### src/rtl/mul_add_pipe.sv
// mul_add_pipe: pipelined shift-add multiply-accumulate, product = quotient*divisor + remainder.
// Rebuilds the dividend from a restoring-divider result, one quotient bit per stage, MSB first.
// Also flags operand sets that cannot be a legal division result (rem_err).
module mul_add_pipe #(
   parameter int N = 5,  // quotient width, also the number of pipeline stages
   parameter int M = 3   // divisor and remainder width
) (
   input  logic             CLK,
   input  logic             RESET,
   input  logic             EN,
   input  logic             in_valid,
   input  logic [N-1:0]     quotient,
   input  logic [M-1:0]     divisor,
   input  logic [M-1:0]     remainder,
   output logic             out_valid,
   output logic [N+M-1:0]   product,
   output logic             rem_err
);

   // The maximum result is 2^N*(2^M-1), which is below 2^(N+M).
   // Every sum fits in W bits, so no carry-out or saturation handling is needed.
   localparam int W = N + M;

   // Per-stage registers. r_q holds the quotient bits that are still unconsumed,
   // left-aligned, so the next bit to use is always the MSB.
   logic          r_v   [N];
   logic [W-1:0]  r_acc [N];
   logic [N-1:0]  r_q   [N];
   logic [M-1:0]  r_d   [N];
   logic [M-1:0]  r_r   [N];
   logic          r_err [N];

   logic [W-1:0]  w_sum [N];   // next accumulator value for each stage
   logic [M-1:0]  w_rem_last;  // remainder that the final stage adds in
   logic          w_err0;

   // The last stage takes its remainder from the stage before it. With N=1 the
   // single stage is also the last one, so it takes the remainder straight from the input.
   generate
      if (N == 1) begin : g_rem_direct
         assign w_rem_last = remainder;
      end else begin : g_rem_piped
         assign w_rem_last = r_r[N-2];
      end
   endgenerate

   // A legal division result needs a nonzero divisor and a remainder below the divisor.
   assign w_err0 = (divisor == '0) | (remainder >= divisor);

   // Next accumulator for each stage: shift the previous partial product left by one,
   // then add the divisor if the current quotient bit is set. The last stage also adds the remainder.
   always_comb begin
      for (int k = 0; k < N; k++) begin
         w_sum[k] = '0;
      end
      w_sum[0] = quotient[N-1] ? W'(divisor) : '0;
      for (int k = 1; k < N; k++) begin
         w_sum[k] = (r_acc[k-1] << 1) + (r_q[k-1][N-1] ? W'(r_d[k-1]) : '0);
      end
      w_sum[N-1] = w_sum[N-1] + W'(w_rem_last);
   end

   // Pipeline registers. A synchronous RESET flushes every stage, and RESET wins over EN.
   // While EN=0 all stages hold their values.
   always_ff @(posedge CLK) begin
      if (RESET) begin
         // NOTE: the datapath is cleared along with the valids because product must read 0 after reset.
         for (int k = 0; k < N; k++) begin
            r_v[k]   <= 1'b0;
            r_acc[k] <= '0;
            r_q[k]   <= '0;
            r_d[k]   <= '0;
            r_r[k]   <= '0;
            r_err[k] <= 1'b0;
         end
      end else if (EN) begin
         // NOTE: non-blocking assignments let every stage read its predecessor's pre-edge value.
         r_v[0]   <= in_valid;
         r_acc[0] <= w_sum[0];
         r_q[0]   <= quotient << 1;
         r_d[0]   <= divisor;
         r_r[0]   <= remainder;
         r_err[0] <= w_err0;
         for (int k = 1; k < N; k++) begin
            r_v[k]   <= r_v[k-1];
            r_acc[k] <= w_sum[k];
            r_q[k]   <= r_q[k-1] << 1;
            r_d[k]   <= r_d[k-1];
            r_r[k]   <= r_r[k-1];
            r_err[k] <= r_err[k-1];
         end
      end
   end

   assign out_valid = r_v[N-1];
   assign product   = r_acc[N-1];
   assign rem_err   = r_err[N-1];

endmodule

### config.mk
export PLATFORM = sky130hd
export DESIGN_NAME = mul_add_pipe
export DESIGN_NICKNAME = d
export VERILOG_FILES = /design/src/rtl/mul_add_pipe.sv
export SDC_FILE = /design/constraint.sdc
export NUM_CORES = 1
export LEC_CHECK = 0
export ABC_AREA = 1
export CAP_MARGIN = 0
export CORE_ASPECT_RATIO = 2
export CORE_UTILIZATION = 35
export CTS_CLUSTER_SIZE = 16
export DETAILED_ROUTE_END_ITERATION = 7
export GPL_TIMING_DRIVEN = 0
export PLACE_DENSITY = 0.5
export SLEW_MARGIN = 10
export SYNTH_ARGS = -nofsm -noshare
export SYNTH_HDL_FRONTEND = slang
export SYNTH_SLANG_ARGS = --single-unit
export TNS_END_PERCENT = 10
### constraint.sdc
create_clock -name CLK -period 2.1 [get_ports CLK]
set_clock_uncertainty 0.2 [all_clocks]
set_input_delay 0.42 -clock CLK [delete_from_list [all_inputs] [get_ports CLK]]
set_output_delay 0.42 -clock CLK [all_outputs]
set_load 0.02 [all_outputs]
* Word level (Yosys, flattened, before mapping) *
Memory sizes are Yosys's and may differ from the RTL's.
Index checks and enable logic that the tools add are counted.

word-level totals
  memories = 6
  word-level logic and storage cells = 84
  RAM bits = 100
  bits of input ports = 15
  bits in registers = 0

cells by class
  magnitude comparators = 1
  bitwise gates (word level) = 31
  $add $sub $neg = 5
  mux-type cells = 40
  reduce and logical (&&, ||, !) cells = 1

memory list
  name   depth  bits a word  rd ports  clocked after Yosys merged registers in  wr ports  RTL line  RTL
  r_acc  5      8            5         0                                        5         27        logic [W-1:0] r_acc [N];
  r_q    5      4            4         0                                        5         28        logic [N-1:0] r_q [N];
  r_d    5      3            4         0                                        5         29        logic [M-1:0] r_d [N];
  r_r    5      3            4         0                                        5         30        logic [M-1:0] r_r [N];
  r_err  5      1            5         0                                        5         31        logic r_err [N];
  r_v    5      1            5         0                                        5         26        logic r_v [N];

operators with widths
  operator              count
  2-to-1 mux 3 bit      15
  adder 8 x 3 -> 8 bit  5
  2-to-1 mux 8 bit      5
  bitwise OR 1 bit      31
  2-to-1 mux 4 bit      5
  2-to-1 mux 1 bit      15
  >= comparator 3 bit   1
  zero test 3 bit       1

* Depth between registers and ports, before layout *
Gate-level depths: netlist of the first run.
An unclocked memory read counts as a cell.

  depth in word-level cells = 5
  gate-level depth with buffers = 10
  gate-level depth less buffers = 10

* Least setup slack after synthesis of the first run *
No wires, ideal clock.

  path type = register -> register
  start = memory r_q[0][15] (netlist name)
  end = memory r_acc[0][39] (netlist name), data pin
  setup slack = -0.253 ns
  period minus slack after synthesis = 2.353 ns
  cell stages (with the launch flop) = 10
  path buffers = 0
  required time = 1.642 ns
  arrival time = 1.896 ns
  path through = edfxtp_1 > nand2_1 > fa_1 > inv_1 > ha_1 > fa_1 > nand2_1 > nand2_1 > nand3b_2 > a21oi_2

RTL lines
  element      RTL line
  from (decl)  28
  to (decl)    27

==> tab_implementation.tex, run 1 <==
\begin{tabular}{lr}
\hline
Metric & Value \\
\hline
\multicolumn{2}{l}{\textbf{Timing}} \\
Worst hold slack across all endpoints & 341 ps \\
Setup repair after global routing missed its margin & yes \\
Max-slew headroom & between 70\% and 80\% \\
Maximum clock rate & 0.434 GHz \\
Final Max Tran Viols & 0 \\
Final critical-path share of the clock period & 110\% \\
Hold Violations, Final & 0 \\
Final setup fails & 6 \\
Pin slew with the least headroom to its limit & 327 ps \\
Worst setup margin & -203 ps \\
Clock period minus worst slack & around 2300 ps \\
\multicolumn{2}{l}{\textbf{Place}} \\
Global placement routability congestion & 0.744 \\
Number of instances in the placed design & 488 \\
Port Buf Inserts & 24 \\
Hpwl dp & 3.93 mm \\
\multicolumn{2}{l}{\textbf{Drt}} \\
Count of vias placed by the detailed router & 2159 \\
Remaining DRCs & 0 \\
First DRT Iteration DRCs & between 50 and 60 \\
Aggregate routed wire length & between 5 and 6 mm \\
Post-DRT Antenna Nets & 0 \\
Per-cell routed wire length & between 10 and 15 um \\
Vias per inst & roughly 4.3 \\
Detailed-router iteration count before antenna repair & 4 \\
\multicolumn{2}{l}{\textbf{Layout}} \\
Total number of nets in the final design & between 400 and 500 \\
Synthesis-to-layout area growth & 22.7\% \\
Antenna cells & 0 \\
Filler-free cell count of the finished design & 506 \\
Share of post-route cells with drive strength above 1 & between 10\% and 20\% \\
\multicolumn{2}{l}{\textbf{CTS}} \\
Sink count of the clock tree & 73 \\
Num CTS Buffers & 9 \\
Number of buffers inserted for hold repair after clock tree synthesis & 0 \\
Clock Path Buffers & 2 \\
Clock latency on the worst-skew pair & between 300 and 400 ps \\
Number of H-tree branching levels & 3 \\
Clock-pin transition on the worst setup and hold timing paths & approximately 60 ps \\
CTS tree & done \\
Clock root cell & clkbuf\_16 \\
\multicolumn{2}{l}{\textbf{GRT}} \\
Maximum number of pins on one net before global-route repair & 55 \\
Global route total overflow & 0 \\
Vias in the first global route & between 2000 and 2500 \\
Initial antenna violation count & 0 \\
Overall track demand over capacity in global routing & about an eighth \\
First-pass GRT wire length & 9.41 mm \\
\multicolumn{2}{l}{\textbf{Synth}} \\
Number of synthesis warnings & 0 \\
Asr flop ratio synth & 0\% \\
Gate Count Post-Synth & between 300 and 400 \\
Primary flip-flop cell chosen by synthesis mapping & edfxtp\_1 \\
Sequential area share after synthesis & $\sim$63\% \\
Mapped Area & 3500 um\^{}2 \\
Post-Synthesis Mean Instance Area & 10.6 um\^{}2 \\
Cell types occupying the most area after synthesis & edfxtp\_1 63\%, inv\_1 8.2\%, nor2\_1 7.7\%, ha\_1 5.0\%, nand2\_1 4.5\% \\
Number of distinct library cells after synthesis & 23 \\
Synth area leader & edfxtp\_1 \\
Post-Syn Nets & approximately 370 \\
Count of flip-flops with a built-in enable after synthesis & between 70 and 80 \\
Post-synth top area share & between 60\% and 70\% \\
Synthesized flop and latch total & 73 \\
\multicolumn{2}{l}{\textbf{Worst hold path}} \\
Classification of the worst-slack hold path & register to register \\
\multicolumn{2}{l}{\textbf{Job}} \\
Max-cap check violation count & 0 \\
\multicolumn{2}{l}{\textbf{Setup path}} \\
Crit-path max FO & 3 \\
Start-to-end type of the worst setup path & register to register \\
Critical path capture point type & register \\
Maximum single-stage delay on the critical path & 500 ps \\
FF-to-FF setup slack & -200 ps \\
Critical path data arrival time & 2180 ps \\
Worst path buffer plus inverter count & 2 \\
Element type at the critical path start & register \\
CP delay by family, top & adder cells \\
Worst-path cell chain & nand2\_1, fa\_1, inv\_2, ha\_4, fa\_2, buf\_4, xnor2\_2, nor2\_1 \\
Data required time at the worst endpoint & a little under 2000 ps \\
CP max stage cell & fa\_1 \\
\multicolumn{2}{l}{\textbf{Floorplanning}} \\
\# rows & slightly above 50 \\
Standard cell core area & roughly 9700 um\^{}2 \\
Die Footprint & approximately 10000 um\^{}2 \\
IO Count & 25 \\
Initial core utilization & 36.1\% \\
Die X-Extent & roughly 73 um \\
Vertical die dimension & between 100 and 150 um \\
\multicolumn{2}{l}{\textbf{Run status}} \\
Violations in the final reports & setup timing \\
Outcome & finished, violations left \\
\multicolumn{2}{l}{\textbf{Power}} \\
Leakage power of the design & between 1.5 and 2 nW \\
Total power per unit cell area & approximately 850 nW/um\^{}2 \\
Peak supply drop & 427 uV \\
\hline
\end{tabular}
==> metrics by stage <==
| stage | utilization [%] | worst slack, ps | setup TNS (ps) | power, W | instance area [um^2] |
|---|---|---|---|---|---|
| 4_1_cts | 44.2 | -209 | -814 | 0.00367 | 4290 |
| 6_report | 44.2 | -203 | -760 | 0.00364 | 4290 |
| 5_1_grt | 44.2 | -291 | -1370 | 0.00378 | 4290 |
| 2_1_floorplan | - | -77.2 | -158 | 0.00195 | 3510 |
| 3_3_place_gp | 40.4 | -780 | -57390 | 0.00205 | 3920 |
| 3_5_place_dp | 40.7 | -258 | -3240 | 0.00207 | 3950 |
==> cells in the mapped netlist, types with 2 or more instances <==
master	n
buf_2	6
buf_4	8
nand3_1	8
inv_1	76
nand2_2	2
nor3_1	3
o21ai_0	2
nand2_1	42
edfxtp_1	73
fa_1	6
ha_1	14
a21oi_1	7
nor2_1	72
nand3b_1	3
==> timing repair <==
item / 4_1_cts / 5_1_grt
gates resized for setup: 3 / 0
setup buffers: 2 / 0
cloned: 0 / 0
setup endpoints to repair: 6 / 6
pin swaps: 6 / 0
==> worst min-delay path: stages, from the launching register on <==
cell and delay, ps:
edfxtp_1 310, inv_1 40, nor2_1 80
==> area by class of cell <==
class / count / area (um^2)
Fill cell: 975 / 5410
Multi-Input combinational cell: 167 / 961
Buffer: 14 / 90.1
Tap cell: 132 / 165
Clock inverter: 7 / 85.1
Sequential cell: 73 / 2190
Inverter: 77 / 289
Timing Repair Buffer: 27 / 283
Clock buffer: 9 / 225
==> kinds of logic after synthesis <==
logic type	share of synthesized area [%]
AO/OA/AOI/OAI	1.54
buffers and inverters	10.8
adder cells (fa/ha/maj)	8.44
XOR/XNOR	0.501
AND/OR/NAND/NOR	16.0
flip-flops	62.7
==> layout by cell type, fill, tap and decap left out, types with 2 or more instances in the layout <==
master and n:
o21ai_0 2, nand3_1 8, buf_4 10, bufinv_16 2
clkinv_1 2, nor2_1 72, nor3_1 3, buf_2 6
clkbuf_16 9, inv_1 75, inv_2 2, a21oi_1 7
ha_1 13, nand2_1 40, edfxtp_1 73, nand2_2 3
nand3b_1 3, clkinv_2 2, clkdlybuf4s50_1 24, fa_1 5
==> report_power, final <==
part | switching (W) | total, W | internal (W)
clock | 0.000571 | 0.00160 | 0.00103
sequential | 0.0000382 | 0.00175 | 0.00171
combinational | 0.000165 | 0.000294 | 0.000129
total | 0.000774 | 0.00364 | 0.00286
==> per-layer routing <==
layer	share of wire [%]	up-vias	GRT usage, %
met1	36	1016	11.7
met3	3.2	11	3.93
li1	-	1098	-
met5	0	-	0
met4	2.2	0	6.91
met2	59	34	23.8
==> final timing paths <==
| check | endpoint | cells past startpoint | from |
|---|---|---|---|
| worst max register to register | r_acc[0][35] | 8 | r_q[0][15] |
| worst min-delay path | r_q[0][10] | 2 | r_q[0][5] |
| worst max-delay path | r_acc[0][35] | 8 | r_q[0][15] |
| worst min register to register | r_q[0][10] | 2 | r_q[0][5] |
==> state kept, by name, summed over array words and instances, names as in the netlist <==
signal / cells
r_d: 12
r_err: 5
r_v: 5
r_acc: 29
r_r: 12
r_q: 10
No activity file was read; power rests on OpenSTA's default activity.
==> inputs of run 2 (changes only) <==
- ABC_CLOCK_PERIOD_IN_PS: not set -> 2100
==> results of run 2 <==
Final layout, timing and power as in run 1 (identical DEF).
==> inputs of run 3 (changes only) <==
- ABC_CLOCK_PERIOD_IN_PS: 2100 -> 2900
- HOLD_SLACK_MARGIN: not set -> 0.15
- PLACE_DENSITY: 0.5 -> 0.48
- clock period: 2.1 -> 2.9 ns (I/O delays scaled with it)
==> run 3 against run 2 <==
Net effect: the flow now finishes without violations; critical path depth grew 1; register-to-register slack improved by 560 ps; via count decreased by 0.97%; sequential share of layout area up 0.59 points; power fell by 28%; final area is 1.1% lower; worst hold slack got worse by 5.9 ps; sequential power shrank 28%; largest cell class unchanged.
==> tab_implementation.tex, run 3 (synthesis gave the netlist of run 1 again) <==
\begin{tabular}{lr}
\hline
Metric & Value \\
\hline
\multicolumn{2}{l}{\textbf{Drt}} \\
First DRT Iteration DRCs & 103 \\
Post-DRT Antenna Nets & 0 \\
Vias per inst & 4.25 \\
Aggregate routed wire length & approximately 5.7 mm \\
Detailed-router iteration count before antenna repair & 4 \\
Per-cell routed wire length & roughly 11 um \\
Remaining DRCs & 0 \\
Count of vias placed by the detailed router & 2138 \\
\multicolumn{2}{l}{\textbf{Floorplanning}} \\
IO Count & 25 \\
Die X-Extent & slightly above 70 um \\
Standard cell core area & between 9000 and 10000 um\^{}2 \\
Die Footprint & roughly 10000 um\^{}2 \\
Vertical die dimension & $\sim$140 um \\
\# rows & 51 \\
Initial core utilization & a little over a third \\
\multicolumn{2}{l}{\textbf{Place}} \\
Area post-placement & slightly below 4000 um\^{}2 \\
Port Buf Inserts & 24 \\
Global placement routability congestion & 0.730 \\
Hpwl dp & just under 4 mm \\
Number of instances in the placed design & 488 \\
\multicolumn{2}{l}{\textbf{GRT}} \\
Vias in the first global route & between 1500 and 2000 \\
First-pass GRT wire length & roughly 9 mm \\
Global route total overflow & 0 \\
Overall track demand over capacity in global routing & about an eighth \\
Maximum number of pins on one net before global-route repair & between 50 and 60 \\
Initial antenna violation count & 0 \\
\multicolumn{2}{l}{\textbf{CTS}} \\
Num CTS Buffers & 9 \\
Clock latency on the worst-skew pair & roughly 330 ps \\
Sink count of the clock tree & 73 \\
Clock Path Buffers & 2 \\
Number of H-tree branching levels & 3 \\
Setup fix buffers added after clock tree synthesis & 0 \\
Clock root cell & clkbuf\_16 \\
Cts repair resizes & 0 \\
Number of buffers inserted for hold repair after clock tree synthesis & 0 \\
CTS tree & done \\
Clock-pin transition on the worst setup and hold timing paths & approximately 60 ps \\
\multicolumn{2}{l}{\textbf{Layout}} \\
Total number of nets in the final design & around 400 \\
Share of post-route cells with drive strength above 1 & between 10\% and 20\% \\
Antenna cells & 0 \\
Highest-count cells in the layout ignoring fill and taps & 76 x inv\_1, 73 x edfxtp\_1, 72 x nor2\_1 \\
Count of filler cells inserted in the layout & approximately 960 \\
Register name with the most flops & r\_acc \\
Regs by FF count & r\_acc (29), r\_d (12), r\_r (12) \\
Number of flip-flops in the largest register & 29 \\
Total non-filler cell area in the finished layout & 4240 um\^{}2 \\
Leading cell type in the layout, fill and taps excluded & inv\_1 \\
Filler-free cell count of the finished design & a little over 500 \\
Synthesis-to-layout area growth & 21.3\% \\
Final Util & around 44\% \\
\multicolumn{2}{l}{\textbf{Power}} \\
Proportion of power drawn by the clock network & 44.2\% \\
Total power per unit cell area & 620 nW/um\^{}2 \\
Leakage power of the design & 1.87 nW \\
Portion of total power attributed to sequential cells & a little under half \\
Cell-internal power & about 0.0021 W \\
Net switching share of the total power & between 20\% and 30\% \\
Net Sw Power & roughly 0.00056 W \\
Peak supply drop & between 300 and 400 uV \\
Combinational group share of total power & $\sim$7.8\% \\
\multicolumn{2}{l}{\textbf{Job}} \\
Max-cap check violation count & 0 \\
\multicolumn{2}{l}{\textbf{Setup path}} \\
Critical path data arrival time & 2420 ps \\
Data required time at the worst endpoint & 2780 ps \\
Critical path capture point type & register \\
Start-to-end type of the worst setup path & register to register \\
Element type at the critical path start & register \\
Crit-path max FO & 4 \\
\multicolumn{2}{l}{\textbf{Timing}} \\
Maximum clock rate & just under 0.4 GHz \\
Final Max Tran Viols & 0 \\
Hold Violations, Final & 0 \\
Pin slew with the least headroom to its limit & between 300 and 400 ps \\
Final setup fails & 0 \\
Final critical-path share of the clock period & roughly 88\% \\
Max-slew headroom & 78.5\% \\
Setup repair after global routing missed its margin & no \\
Clock period minus worst slack & approximately 2500 ps \\
\multicolumn{2}{l}{\textbf{Run status}} \\
Outcome & finished clean \\
\multicolumn{2}{l}{\textbf{Worst hold path}} \\
Classification of the worst-slack hold path & register to register \\
\hline
\end{tabular}
## run 3: cell types whose count changed in the layout (fill, tap and decap cells not counted), sizes merged
cell / before / now
buf: 17 / 15
clkinvlp: 1 / 0
## run 3: final timing paths
kind	from	to	slack (ps)	cells after the start
max	r_q[0][15]	r_acc[0][37]	360	9
max reg2reg	r_q[0][15]	r_acc[0][37]	360	9
min reg2reg	r_q[0][10]	r_q[0][15]	340	2
min	r_q[0][10]	r_q[0][15]	340	2
## run 3: power by group through the flow
stage	Combinational (W)	Clock, W	Sequential (W)
floorplan	0.000130	0	0.00128
global placement	0.000200	0	0.00129
detailed placement	0.000211	0	0.00129
CTS	0.000211	0.00119	0.00126
global route	0.000234	0.00124	0.00127
finish	0.000204	0.00116	0.00126
## run 3: metrics by stage
step / total power, W / setup WS (ps) / hold slack [ps] / TNS (ps)
2_1_floorplan: 0.00141 / 547 / 319 / 0
3_3_place_gp: 0.00149 / -146 / 323 / -10220
3_5_place_dp: 0.00150 / 303 / 331 / 0
4_1_cts: 0.00267 / 289 / 342 / 0
5_1_grt: 0.00275 / 208 / 368 / 0
6_report: 0.00263 / 358 / 336 / 0
## run 3: layer usage
layer	vias to the layer above	global-route usage, %	share of wire [%]
met3	14	3.37	2.3
met4	0	8.36	3.6
met5	-	0	0
li1	1094	-	-
met2	30	23.0	58
met1	1000	12.0	36
## run 3: area by class of cell
cell class,instances,area (um^2),area share [%]
buffer,14,90.1,2.12
clock buffer,9,225,5.31
clock inverter,6,83.8,1.98
inverter,77,289,6.81
multi-input combinational,167,928,21.9
sequential,73,2190,51.7
tap,132,165,3.89
timing repair buffer,25,268,6.31
## run 3: worst max-delay path, cell delays in order (launching register included)
cell and delay [ps]:
edfxtp_1 380, nand2_1 90, fa_1 530, inv_1 40
ha_1 240, fa_1 430, nand2_1 90, nand2_1 120
nand3b_1 110, a21oi_1 60
